--- src/rtl/seq_pattern_streamer.sv ---
`timescale 1ns/1ps
// seq_pattern_streamer
// Captures a PAT_W-bit pattern on a synchronised rising edge of the load
// button and shifts it out MSB-first, one bit per TICK_DIV clock cycles.
// A one-cycle step strobe marks when bit_out is valid, so a downstream
// detector can run on clk with step as its clock enable.
//
// Handshake: there is no back-pressure. step is a pure valid strobe. The
// consumer must take bit_out/bit_idx in every cycle in which step is high.
//
// Ports
//   clk        : system clock, rising edge
//   reset      : asynchronous, active-high reset
//   load       : asynchronous push-button; only its synchronised rising edge acts
//   pattern_in : pattern, sampled only when a load is accepted
//   repeat_en  : replay the captured pattern continuously (sampled at the last bit)
//   bit_out    : serial data (the MSB of the working shift register while streaming)
//   step       : one-cycle strobe, bit_out valid in this cycle
//   busy       : high while streaming
//   done       : one-cycle pulse after the last bit of a non-repeating run
//   bit_idx    : index of the bit on bit_out, 0 = MSB
//   dbg_state  : FSM state (0 IDLE, 1 SHIFT, 2 DONE)
module seq_pattern_streamer #(
  parameter int TICK_DIV = 50_000_000,
  parameter int PAT_W    = 8
) (
  input  logic                     clk,
  input  logic                     reset,
  input  logic                     load,
  input  logic [PAT_W-1:0]         pattern_in,
  input  logic                     repeat_en,
  output logic                     bit_out,
  output logic                     step,
  output logic                     busy,
  output logic                     done,
  output logic [$clog2(PAT_W)-1:0] bit_idx,
  output logic [1:0]               dbg_state
);

  localparam int TW = $clog2(TICK_DIV);
  localparam int BW = $clog2(PAT_W);
  localparam logic [TW-1:0] TICK_LAST = TW'(TICK_DIV - 1);
  localparam logic [BW-1:0] BIT_LAST  = BW'(PAT_W - 1);

  typedef enum logic [1:0] {
    IDLE  = 2'd0,
    SHIFT = 2'd1,
    DONE  = 2'd2
  } state_t;

  state_t           r_state;
  logic [PAT_W-1:0] r_pat_cap;
  logic [PAT_W-1:0] r_shreg;
  logic [TW-1:0]    r_tick_cnt;
  logic [BW-1:0]    r_bit_cnt;

  // Two-flop synchroniser followed by an edge-detect delay flop.
  logic r_load_m;
  logic r_load_s;
  logic r_load_d;

  logic w_load_pulse;
  logic w_tick_last;
  logic w_last_bit;

  always_ff @(posedge clk or posedge reset) begin
    if (reset) begin
      r_load_m <= 1'b0;
      r_load_s <= 1'b0;
      r_load_d <= 1'b0;
    end else begin
      r_load_m <= load;
      r_load_s <= r_load_m;
      r_load_d <= r_load_s;
    end
  end

  assign w_load_pulse = r_load_s & ~r_load_d;
  assign w_tick_last  = (r_tick_cnt == TICK_LAST);
  assign w_last_bit   = (r_bit_cnt == BIT_LAST);

  // A load pulse takes priority over everything else, in every state, so an
  // accepted load always aborts the current run (no done, no replay).
  always_ff @(posedge clk or posedge reset) begin
    if (reset) begin
      r_state    <= IDLE;
      r_pat_cap  <= '0;
      r_shreg    <= '0;
      r_tick_cnt <= '0;
      r_bit_cnt  <= '0;
    end else if (w_load_pulse) begin
      r_pat_cap  <= pattern_in;
      r_shreg    <= pattern_in;
      r_bit_cnt  <= '0;
      r_tick_cnt <= '0;
      r_state    <= SHIFT;
    end else begin
      case (r_state)
        IDLE: begin
          r_tick_cnt <= '0;
        end
        SHIFT: begin
          if (w_tick_last) begin
            r_tick_cnt <= '0;
            if (w_last_bit && repeat_en) begin
              // Replay with no gap: the next cycle already shows the MSB.
              r_shreg   <= r_pat_cap;
              r_bit_cnt <= '0;
            end else begin
              r_shreg   <= {r_shreg[PAT_W-2:0], 1'b0};
              r_bit_cnt <= r_bit_cnt + BW'(1);
              if (w_last_bit) begin
                r_state <= DONE;
              end
            end
          end else begin
            r_tick_cnt <= r_tick_cnt + TW'(1);
          end
        end
        DONE: begin
          r_tick_cnt <= '0;
          r_state    <= IDLE;
        end
        default: begin
          r_state <= IDLE;
        end
      endcase
    end
  end

  // Outputs are pure decodes of registered state, so an asynchronous reset
  // clears them in the same cycle it is asserted.
  assign busy      = (r_state == SHIFT);
  assign done      = (r_state == DONE);
  assign step      = busy & w_tick_last;
  assign bit_out   = busy & r_shreg[PAT_W-1];
  assign bit_idx   = busy ? r_bit_cnt : '0;
  assign dbg_state = r_state;

endmodule
--- config.mk ---
export PLATFORM = sky130hd
export DESIGN_NAME = seq_pattern_streamer
export DESIGN_NICKNAME = d
export VERILOG_FILES = /design/src/rtl/seq_pattern_streamer.sv
export SDC_FILE = /design/constraint.sdc
export NUM_CORES = 1
export LEC_CHECK = 0
export CAP_MARGIN = 20
export CORE_UTILIZATION = 60
export DETAILED_ROUTE_END_ITERATION = 16
export GPL_TIMING_DRIVEN = 1
export PLACE_DENSITY = 0.79
export SYNTH_ARGS = -nofsm -noshare
export SYNTH_HDL_FRONTEND = slang
export SYNTH_SLANG_ARGS = --single-unit
export TNS_END_PERCENT = 1
--- constraint.sdc ---
create_clock -name clk -period 3.55 [get_ports clk]
set_input_delay 0.71 -clock clk [delete_from_list [all_inputs] [get_ports clk]]
set_output_delay 0.71 -clock clk [all_outputs]
set_load 0.005 [all_outputs]
==> results of run 1 <==
-- power breakdown --
part | internal [mW] | switching (mW) | leakage, nW | total (mW)
registers | 0.609 | 0.0310 | 0.655 | 0.640
logic | 0.0565 | 0.0608 | 0.585 | 0.117
clock network | 0.143 | 0.211 | 0.0447 | 0.354
-- synthesized netlist by cell type, drive strengths merged, types with 2 or more instances --
cell | number | area, um^2
nand2b | 2 | 12.51
o22ai | 3 | 18.77
a21oi | 17 | 85.08
and4 | 7 | 67.57
or4 | 9 | 67.56
and2 | 9 | 56.31
nor2b | 5 | 31.28
and3 | 5 | 32.53
buf | 6 | 43.79
nand4 | 13 | 87.58
dfrtp | 50 | 1251
nor4b | 2 | 23.77
nor3 | 2 | 26.28
a31oi | 4 | 25.02
or2 | 2 | 12.52
nor2 | 18 | 67.56
xor2 | 8 | 70.07
ha | 3 | 37.54
inv | 3 | 11.26
mux2 | 7 | 78.83
clkbuf | 8 | 50.05
nand3 | 14 | 70.07
mux2i | 9 | 90.09
nand2 | 54 | 202.7
o21ai | 20 | 103.9
o211ai | 2 | 15.01
or3 | 4 | 25.02
-- cell families (layout without fill, tap and decap cells) --
logic type                 count (synthesis)  after routing  share of synthesized area (%)
and+or+nand+nor                          148            148                          29.80
DFF                                       50             50                          46.27
AOI/OAI and AO/OA                         47             47                          9.486
buffers and inverters                     17             36                          3.887
muxes                                     16             16                          6.247
xor gates and xnor gates                   9              9                          2.915
adders and majority gates                  3              3                          1.388
-- through the flow --
step	utilization, %	std cells	hold WS, ns
after global placement	66.72	352	0.3318
after detailed placement	66.72	352	0.3387
after global routing	69.34	361	0.3909
after CTS	68.88	360	0.3611
after floorplan	-	290	0.3312
final	69.34	361	0.3661
-- final timing paths --
check	endpoint	depth (start not counted)
worst max-delay path	step	5
worst min-delay path	r_load_s	0
worst max register to register	r_tick_cnt[9]	5
worst min register to register	r_load_s	0
max in group asynchronous	r_bit_cnt[1]	3
min in group asynchronous	r_load_m	2
-- sequential cells by signal (all words and copies together) (netlist names) --
signal and cells:
r_tick_cnt 26, r_pat_cap 8, r_shreg 8, r_bit_cnt 3, dbg_state 2, r_load_d 1
r_load_m 1, r_load_s 1
-- final cells by class --
class | instances | area share (%)
repair buffers | 25 | 8.288
clock inverters | 3 | 0.8288
multi-input cells | 223 | 44.63
well taps | 52 | 2.155
flip-flops and latches | 50 | 41.44
inverters | 3 | 0.3730
clock buffers | 5 | 2.279
-- per-layer routing --
| metal | track usage [%] | wire [um] | vias up |
|---|---|---|---|
| li1 | - | - | 1065 |
| met4 | 9.524 | 77 | 0 |
| met3 | 4.532 | 244 | 8 |
| met2 | 41.64 | 2826 | 52 |
| met5 | 0 | 0 | - |
| met1 | 34.38 | 2510 | 1048 |
==> out/metrics.yaml, run 1 <==
critPathKind: "reg2out"
grt_max_degree: 51
drt-pass1-iter-count: 4
final_hold_viol_count: 0
start_util_pct: 62.10
io_pins: 21
synth_top_flop_cell: "dfrtp_1"
critPathSlowestCell: "clkdlybuf4s50_1"
worst_setup_path_end_kind: "output port"
ys.warnings.count: 0
mostFrequentLayoutCell: "nand2_1"
postSynthRegisterBits: 50
post_cts_buffers: 0
wire_length_of_the_first_global_routing_pass_mm: 9.804
cts-hold-fix-buffers: 0
worst_slew_margin_rel_pct: 45.07
max_freq_ghz: 0.3314
cts.path.max_buffers: 2
critPathRequiredTime_ns: 2.84
power_per_cell_area_nw_per_um2: 367.9
clk_pin_slew_ns: 0.10
highest_count_cells_in_the_layout_ignoring_fill_and_taps: "54 x nand2_1, 50 x dfrtp_1, 20 x clkdlybuf4s50_1, 18 x nor2_1, 17 x a21oi_1"
nets: 323
post_synth_instance_area_um2: 2704
reg2reg_from: "r_load_s"
die_area_um2: 4779
critical_path_buffer_and_inverter_count: 2
setup_viol: 0
detailedRoute.firstIterationViolations: 271
synth_enable_flop_cells: 0
layout-drive-gt1-share_pct: 10.68
synth_seq_area_share_pct: 46.27
standard_cell_area_after_detailed_placement_um2: 2905
multi_input_comb_area_um2: 1348
synth_cell_type_count: 45
port_buffers: 20
hpwlAfterDp_mm: 3.765
layout_min_cycle_time_ns: 3.018
clock_latency_ns: 0.32
hold_path_startpoint: "r_load_m"
std_cell_rows: 24
final-max-slew-violation-count: 0
final_critical_path_setup_slack_ns: 0.5322
regToRegSetupSlack_ns: 1.39
crit_path_max_fanout: 13
routabilityCongestion: 0.8933
grt_antenna_before_repair: 0
fin_setup_tns_ns: 0
dpl_worst_slack_ns: 0.9052
overflow: 0
core_um2: 4354
startpoint: "r_tick_cnt[11]"
layout.area.seq_um2: 1251
critPathMaxStageDelay_ns: 0.53
wire_per_inst_um: 15.68
synth_async_sr_flop_share_pct: 100.0
synthesis.nets: 305
tritoncts: "done"
cts.sink_count: 50
avgViaCountPerCell: 6.019
max-vdd-ir-drop_v: 0.0003320
period_share_pct: 85.01
synth_cells: 290
vias: 2173
number_of_global_route_vias_before_repair: 2085
cts-root-buf: "clkbuf_8"
antenna_cells: 0
drt-total-wl_mm: 5.659
worst_ep_arrival_time_ns: 2.31
post_cts.resized_instances: 0
globalRouteTotalUtil_pct: 25.62
crit_path_cell_trace: "nor4b_1 > nand4_1 > nor3_4 > buf_4 > clkdlybuf4s50_1"
tritoncts.num_buffers: 5
maxCapViolCount: 0
critical_path.startpoint_type: "flop"
static_leakage_power_nw: 1.284
totalPowerFinal_mw: 1.111
syn-mean-instance-area_um2: 9.324
status: "complete, no violations"
post-route-cell-area_um2: 3019
rsz0062_at_grt: "false"
area_growth_syn_to_layout_pct: 11.66
remaining_drc_errors: 0
floorplan.die.height_um: 69.13
path_delay_family: "buffers and inverters"
antenna_left: 0
hp-class: "reg2reg"
n_fill_cell: 336
max_slew.worst_pin.slew_ns: 0.8184
timing.clock.skew_ns: 0.01141
overall_die_width_um: 69.13
cts_htree_levels: 2
Power figures use the tool's default switching activity.
==> inputs of run 2 (changes only) <==
Settings changed: ABC_AREA set to 0.
==> results of run 2 <==
The final DEF is identical to that of run 1; final timing and power are the same.
==> inputs of run 3 (changes only) <==
Settings changed: GPL_TIMING_DRIVEN 1 to 0.
==> out/metrics.yaml, run 3 (synthesis gave the netlist of run 1 again) <==
status: "complete, no violations"
remaining_drc_errors: 0  # unchanged
r2r_cells: 6  # +1
nets: 333  # +3.1%
layout_min_cycle_time_ns: 3.184  # +0.1658 ns
critical_path_buffer_and_inverter_count: 2  # unchanged
regToRegSetupSlack_ns: 1.41  # +0.02 ns
hp-class: "reg2reg"
reg2reg_from: "r_tick_cnt[24]"
std_cell_rows: 24  # unchanged
n_fill_cell: 324  # -3.6%
final_core_util_pct: 71.24  # +1.9 points
wire_length_of_the_first_global_routing_pass_mm: 10.19  # +3.9%
timing.clock.skew_ns: 0.006054  # -0.005354 ns
static_leakage_power_nw: 1.327  # +3.3%
critPathRequiredTime_ns: 2.84  # about the same
port_buffers: 20  # unchanged
cts-hold-fix-buffers: 0  # unchanged
post-place-cells: 363  # +3.1%
layout-drive-gt1-share_pct: 11.29  # +0.61 points
vias: 2272  # +4.6%
critical_path.startpoint_type: "flop"
highest_count_cells_in_the_layout_ignoring_fill_and_taps: "54 x nand2_1, 50 x dfrtp_1, 20 x clkdlybuf4s50_1, 18 x nor2_1, 17 x a21oi_1"
drt-total-wl_mm: 5.880  # +3.9%
path_delay_family: "simple AND/OR/NAND/NOR gates"
max_freq_ghz: 0.3141  # -5.2%
finalHoldWorstSlack_ns: 0.3621  # -0.003962 ns
tritoncts.num_buffers: 5  # unchanged
overflow: 0  # unchanged
wire_per_inst_um: 15.85  # +1.1%
critPathKind: "reg2out"
die_area_um2: 4779  # unchanged
final_hold_viol_count: 0  # unchanged
worst_slew_margin_rel_pct: 64.19  # +19 points
min_delay_path_depth: 0  # unchanged
largest_register_ffs: 26  # unchanged
avgViaCountPerCell: 6.124  # +1.7%
clock_latency_ns: 0.30  # -0.02 ns
detailedRoute.firstIterationViolations: 164  # -39%
max_slew.worst_pin.slew_ns: 0.5371  # -0.2813 ns
worstHoldEndpoint: "r_load_s"
max-vdd-ir-drop_v: 0.0002967  # -11%
cts.sink_count: 50  # unchanged
cts-root-buf: "clkbuf_8"
post_cts_buffers: 0  # unchanged
clk_pin_slew_ns: 0.09  # about the same
rsz0062_at_grt: "false"
drt-pass1-iter-count: 4  # unchanged
crit_path_cell_trace: "nor4b_1 > nand4_1 > nor3_4 > buf_6 > clkdlybuf4s50_1"
hold_path_startpoint: "r_load_m"
core_um2: 4354  # unchanged
grt_max_degree: 36  # -29%
hpwlAfterDp_mm: 4.139  # +9.9%
critPathSlowestCell: "clkdlybuf4s50_1"
fin_setup_tns_ns: 0  # unchanged
register_containing_the_most_flip_flops_in_the_final_layout: "r_tick_cnt"
worst_setup_path_end_kind: "output port"
final-max-slew-violation-count: 0  # unchanged
power_per_cell_area_nw_per_um2: 374.4  # +1.7%
antenna_cells: 0  # unchanged
tritoncts: "done"
grt_antenna_before_repair: 0  # unchanged
overall_die_width_um: 69.13  # unchanged
routabilityCongestion: 0.8985  # +0.58%
crit_path_max_fanout: 10  # -3
antenna_left: 0  # unchanged
number_of_global_route_vias_before_repair: 2211  # +6.0%
totalPowerFinal_mw: 1.161  # +4.5%
io_pins: 21  # unchanged
critPathMaxStageDelay_ns: 0.53  # about the same
setup_viol: 0  # unchanged
timing.rr.end: "r_tick_cnt[8]"
cts_htree_levels: 2  # unchanged
layout_top_registers: "r_tick_cnt (26), r_pat_cap (8), r_shreg (8)"
mostFrequentLayoutCell: "nand2_1"
final_cells: 371  # +2.8%
worst_ep_arrival_time_ns: 2.47  # +0.16 ns
floorplan.die.height_um: 69.13  # unchanged
globalRouteTotalUtil_pct: 26.61  # +1.0 points
maxCapViolCount: 0  # unchanged
cts.path.max_buffers: 2  # unchanged
area_growth_syn_to_layout_pct: 14.72
period_share_pct: 89.68  # +4.7 points
start_util_pct: 62.10  # unchanged
post_cts.resized_instances: 0  # unchanged
## run 3: cell types whose count changed in the layout (fill, tap and decap cells not counted), sizes merged
| cell | before | now |
|---|---|---|
| bufinv | 0 | 1 |
| clkbuf | 5 | 13 |
| buf | 5 | 7 |
| clkinvlp | 1 | 0 |
## run 3: how the worst max path moves through the flow
stage,start,endpoint,slack [ns],cells after the start
2_1_floorplan,r_tick_cnt[24],step,1.48,4
4_1_cts,r_tick_cnt[24],step,0.35,5
3_5_place_dp,r_tick_cnt[24],step,0.70,5
6_report,r_tick_cnt[24],step,0.37,5
3_3_place_gp,reset,r_tick_cnt[3],0.69,2
5_1_grt,r_tick_cnt[0],step,0.20,6
## run 3: metal layers
layer / share of wire (%) / wire length [um] / up-vias / GRT usage (%)
li1: - / - / 1092 / -
met1: 43 / 2528 / 1090 / 33.20
met2: 50 / 2917 / 74 / 45.31
met3: 5.0 / 296 / 16 / 4.678
met4: 2.3 / 138 / 0 / 11.56
met5: 0 / 0 / - / 0
## run 3: worst reg2reg max path, stage by stage (launching register included)
cell and delay [ns]:
dfrtp_1 0.43, nor4b_1 0.35, nand4_1 0.29, o21ai_1 0.29, clkbuf_1 0.39, or4_1 0.18, o21ai_0 0.10
## run 3: final cells by class
cell class / instances / area (um^2) / share of cell area, %
repair buffers: 21 / 220.2 / 7.100
multi-input cells: 223 / 1348 / 43.44
plain buffers: 14 / 93.84 / 3.025
flip-flops and latches: 50 / 1251 / 40.34
clock buffers: 5 / 68.82 / 2.219
well taps: 52 / 65.06 / 2.098
clock inverters: 3 / 43.79 / 1.412
inverters: 3 / 11.26 / 0.3631
## run 3: report_power, final
part	switching (mW)	internal (mW)	total, mW
clock	0.190	0.211	0.402
combinational	0.0612	0.0585	0.120
sequential	0.0312	0.609	0.640
total	0.283	0.878	1.16
## run 3: metrics by stage
step           setup WS, ns  instance area, um^2
2_1_floorplan         1.477                 2704
3_3_place_gp         0.6949                 2969
3_5_place_dp         0.6997                 2989
4_1_cts              0.3499                 3102
5_1_grt              0.1961                 3102
6_report             0.3664                 3102
==> patch 1, RTL diff (settings of run 3) <==
Make the reset (`reset`) synchronous in 2 clocked blocks. Comments in the files are not updated.
--- a/src/rtl/seq_pattern_streamer.sv
+++ b/src/rtl/seq_pattern_streamer.sv
@@ -65,3 +65,3 @@
 
-  always_ff @(posedge clk or posedge reset) begin
+  always_ff @(posedge clk) begin
     if (reset) begin
@@ -83,3 +83,3 @@
   // accepted load always aborts the current run (no done, no replay).
-  always_ff @(posedge clk or posedge reset) begin
+  always_ff @(posedge clk) begin
     if (reset) begin
Formal check against the unedited RTL: differs if reset is asserted again (counterexample within 4 cycles, from zero or initial values and one cycle with reset high); with reset held inactive, the same outputs for 10 cycles.
==> patch 1 against run 3 <==
Wire length rose by 12%. Core utilization increased by 1.6 points. Setup slack improved by 0.16 ns. Sequential cell count is the same. Cell count grew 2.2%. Die area decreased by 5.7%. Synthesized area shrank 5.9%. Via count up 10%. Final area down 5.4%.
Power is not compared: it rests on default switching activity, and its combinational part moved more than twofold at a synthesized area within 25%.
==> patch 1: results (changes against run 3) <==
| Metric | Value |
|---|---|
| Status | `completed` |
| CTS max path bufs | `2 (unchanged)` |
| Post-Place Cells | `371 (+2.2%)` |
| 1st-iter DRT viols | `215 (+31%)` |
| CP max FO | `9 (-1)` |
| Filler cells | `349 (+7.7%)` |
| Port bufs | `20 (unchanged)` |
| Ys async rst share | `0% (-100 points)` |
| Synth Warn # | `0 (unchanged)` |
| Sequential fraction of the synthesis area | `39.3% (-6.9 points)` |
| Slowest stage delay, CP | `0.51 ns (-0.02 ns)` |
| Top_reg_cell synth | `dfxtp_1` |
| Root Driver | `clkbuf_8` |
| CTS H-tree depth | `2 (unchanged)` |
| Layout cells sized above 1 | `8.21% (-3.1 points)` |
| Drt pass-1 iters | `4 (unchanged)` |
| Synth cell count leaders | `dfxtp_1, nand2_1, a31oi_1` |
| Worst Path Arrival | `2.31 ns (-0.16 ns)` |
| Synth top area cells | `dfxtp_1, nand2_1, a31oi_1, mux2i_1, nand3_1` |
| Post-synthesis instance total | `300 (+3.4%)` |
| Vias in the first global route | `2191 (-0.90%)` |
| CP max-delay cell | `clkdlybuf4s50_1` |
| GR Util All Layers | `31.4% (+4.8 points)` |
| Final net count | `344 (+3.3%)` |
| Initial antenna violation count | `0 (unchanged)` |
| Largest net degree at the start of global routing | `17 (-53%)` |
| Relative slew margins | `62.0% (-2.2 points)` |
| Via count | `2504 (+10%)` |
| Sequential power | `0.000574 W` |
| CTS resizes | `0 (unchanged)` |
| Pre-CTS setup slack | `0.724 ns (+0.0243 ns)` |
| Yosys cell types | `42 (-6.7%)` |
| Power, Total | `0.00106 W` |
| # diodes | `0 (unchanged)` |
| DRT Wirelength | `6.57 mm (+12%)` |
| Final setup skew | `0.0134 ns (+0.00737 ns)` |
| Dpl hpwl | `4.74 mm (+14%)` |
| CTS buffer count | `5 (unchanged)` |
| WL per Instance | `17.3 µm (+9.4%)` |
| First-pass GRT wire length | `10.6 mm (+3.9%)` |
| Routability Congestion | `0.957 (+6.5%)` |
| Syn_nets | `316 (+3.6%)` |
-- patch 1: cells by family after synthesis --
logic type | share of synthesized area [%]
compound gates | 17.4
xor+xnor | 0.688
fa+ha+maj | 1.97
buf+inv | 4.13
flops | 39.3
mux | 8.21
simple gates | 28.3
-- patch 1: final cells by class --
class                      instances  area share, %
buffer                            17           2.81
tap                               50           2.13
inverter                           6          0.768
clock inverter                     2           1.32
multi-input combinational        227           49.0
clock buffer                       6           2.81
sequential                        50           34.1
timing repair buffer              21           6.99
-- patch 1: path summary, 6_finish.rpt --
path / cells past startpoint / slack (ns) / end / start
max: 5 / 0.53 / step / r_tick_cnt[4]
min reg2reg: 2 / 0.46 / r_pat_cap[6] / r_pat_cap[6]
max reg2reg: 7 / 1.18 / r_tick_cnt[23] / dbg_state[1]
min: 2 / 0.46 / r_pat_cap[6] / r_pat_cap[6]
-- patch 1: routing by layer --
| layer | GRT usage, % | vias up | routed length, µm | share of wire [%] |
|---|---|---|---|---|
| met5 | 0 | - | 0 | 0 |
| li1 | - | 1195 | - | - |
| met3 | 7.02 | 9 | 481 | 7.3 |
| met4 | 7.98 | 0 | 70 | 1.1 |
| met1 | 43.1 | 1205 | 3030 | 46 |
| met2 | 49.4 | 95 | 2990 | 45 |
-- patch 1: per-stage QoR --
stage          utilization, %  area, µm²
2_1_floorplan               -       2540
3_3_place_gp             69.7       2810
3_5_place_dp             69.8       2810
4_1_cts                  72.8       2930
5_1_grt                  72.8       2930
6_report                 72.8       2930
-- patch 1: worst max-delay path: cells and delay by family, from the launching register on --
kind | cells | cell delay (ns)
DFF | 1 | 0.47
and+or+nand+nor | 4 | 1.03
buffers and inverters | 1 | 0.51
==> patch 2, RTL diff (config.mk and constraints of run 3) <==
Without the edit above. `PAT_W`: 8 -> 4.
--- a/src/rtl/seq_pattern_streamer.sv
+++ b/src/rtl/seq_pattern_streamer.sv
@@ -24,3 +24,3 @@
   parameter int TICK_DIV = 50_000_000,
-  parameter int PAT_W    = 8
+  parameter int PAT_W    = 4
 ) (
Interface: changed (resized bit_idx and pattern_in); port bits go from 21 to 16. The function was not compared with the original's and may differ.
==> patch 2 against run 3 <==
Synthesized cell count decreased by 20%. Synthesized area down 18%. Final area fell by 19%. Sequential cell count fell by 9. Wire length shrank 23%. Power fell by 23%. Setup slack got worse by 0.060 ns.
==> patch 2: results (changes against run 3) <==
| Metric | Value |
|---|---|
| Worst Hold Margin | `0.352 ns (-0.00985 ns)` |
| Port bufs | `15 (-25%)` |
| Initial antenna violation count | `0 (unchanged)` |
| Metal3 WL | `153 µm (-48%)` |
| Vias in the first global route | `1642 (-26%)` |
| Psw | `0.000228 W (-19%)` |
| Synth top area cells | `dfrtp_1, xor2_1, nand2_1, nand3_1, nor2_1` |
| Top flop regs | `r_tick_cnt (26), r_pat_cap (4), r_shreg (4)` |
| Hold_buf cts | `0 (unchanged)` |
| CTS max path bufs | `2 (unchanged)` |
| Routability Congestion | `0.829 (-7.7%)` |
| Final worst path period share | `91.4% (+1.7 points)` |
| Int Pwr | `0.000670 W (-24%)` |
| Ys async rst share | `100% (unchanged)` |
| Layout cells sized above 1 | `7.45% (-3.8 points)` |
| Pre-CTS setup slack | `0.611 ns (-0.0886 ns)` |
| CTS clock-pin slew for the worst setup and hold paths | `0.07 ns (-0.02 ns)` |
| Synth cell count leaders | `dfrtp_1, nand2_1, nor2_1` |
| Vias/cell | `5.81 (-5.2%)` |
| Worst Path Arrival | `2.53 ns (+0.06 ns)` |
| Postcts setup bufs | `0 (unchanged)` |
| Placement Cell Area | `2420 µm² (-19%)` |
| Sequential fraction of design power | `58.4% (+3.3 points)` |
| Slowest stage delay, CP | `0.51 ns (-0.02 ns)` |
| VDD IR max | `0.000259 V (-13%)` |
| WL met1 | `2.11 mm (-16%)` |
| Syn_nets | `242 (-21%)` |
| First-pass GRT wire length | `7.96 mm (-22%)` |
| Final net count | `264 (-21%)` |
| Dpl hpwl | `3.24 mm (-22%)` |
| Largest delay share family, worst path | `simple AND/OR/NAND/NOR gates` |
| Leakage power | `1.05 nW (-21%)` |
| 1st-iter DRT viols | `228 (+39%)` |
| DR top layer | `met4` |
| P_comb | `0.0000825 W (-31%)` |
| Met2 Wirelength | `2.21 mm (-24%)` |
| CTS buffer count | `5 (unchanged)` |
| GR Util All Layers | `26.5% (-0.14 points)` |
| Sequential fraction of the synthesis area | `46.3% (about the same)` |
| DRT Wirelength | `4.55 mm (-23%)` |
| Largest net degree at the start of global routing | `42 (+17%)` |
| Final setup skew | `0.00309 ns (-0.00297 ns)` |
| Status | `completed` |
| Relative slew margins | `44.4% (-20 points)` |
| CP max-delay cell | `clkdlybuf4s50_1` |
| Filler cells | `265 (-18%)` |
| Reg2reg setup slack | `1.41 ns (about the same)` |
| Yosys cell types | `39 (-13%)` |
-- patch 2: cell types whose count changed after synthesis, moves of 6 or more --
| cell | before | now |
|---|---|---|
| nand3_1 | 14 | 20 |
| a21oi_1 | 17 | 5 |
| or4_1 | 9 | 1 |
| dfrtp_1 | 50 | 41 |
| nand2_1 | 54 | 28 |
| xor2_1 | 8 | 14 |
| nor2_1 | 18 | 24 |
| o21ai_1 | 6 | 0 |
-- patch 2: final cells by class --
type	count	area, µm²	share of cell area (%)
plain buffers	9	67.6	2.69
well taps	46	57.6	2.30
clock inverters	2	10.0	0.399
multi-input cells	175	1100	43.8
flip-flops and latches	41	1030	40.9
inverters	7	26.3	1.05
repair buffers	15	150	5.99
clock buffers	6	72.6	2.89
-- patch 2: per-layer routing --
layer | global-route usage, % | up-vias
met5 | 0 | -
met4 | 11.9 | 0
met3 | 4.38 | 7
met2 | 41.6 | 41
met1 | 36.0 | 834
li1 | - | 866
-- patch 2: worst paths after layout --
kind / start / end / cells past startpoint
hold / removal: r_load_m / r_load_s / 0
setup / recovery: r_tick_cnt[7] / step / 7
max in group asynchronous: reset / r_shreg[0] / 2
min in group asynchronous: reset / r_load_d / 2
hold reg to reg: r_load_m / r_load_s / 0
setup reg to reg: r_load_d / r_tick_cnt[21] / 7
-- patch 2: cell families after synthesis --
logic type / Yosys count / synth area share (%)
and+or+nand+nor: 123 / 30.8
DFF: 41 / 46.3
AOI/OAI and AO/OA: 24 / 6.66
xor gates and xnor gates: 18 / 7.11
buffers and inverters: 16 / 4.23
muxes: 8 / 3.78
adders and majority gates: 2 / 1.13
-- patch 2: metrics by stage --
stage	util (%)	cells
floorplan	-	232
global placement	70.4	293
detailed placement	70.4	293
CTS	72.8	301
global route	72.8	301
finish	72.8	301
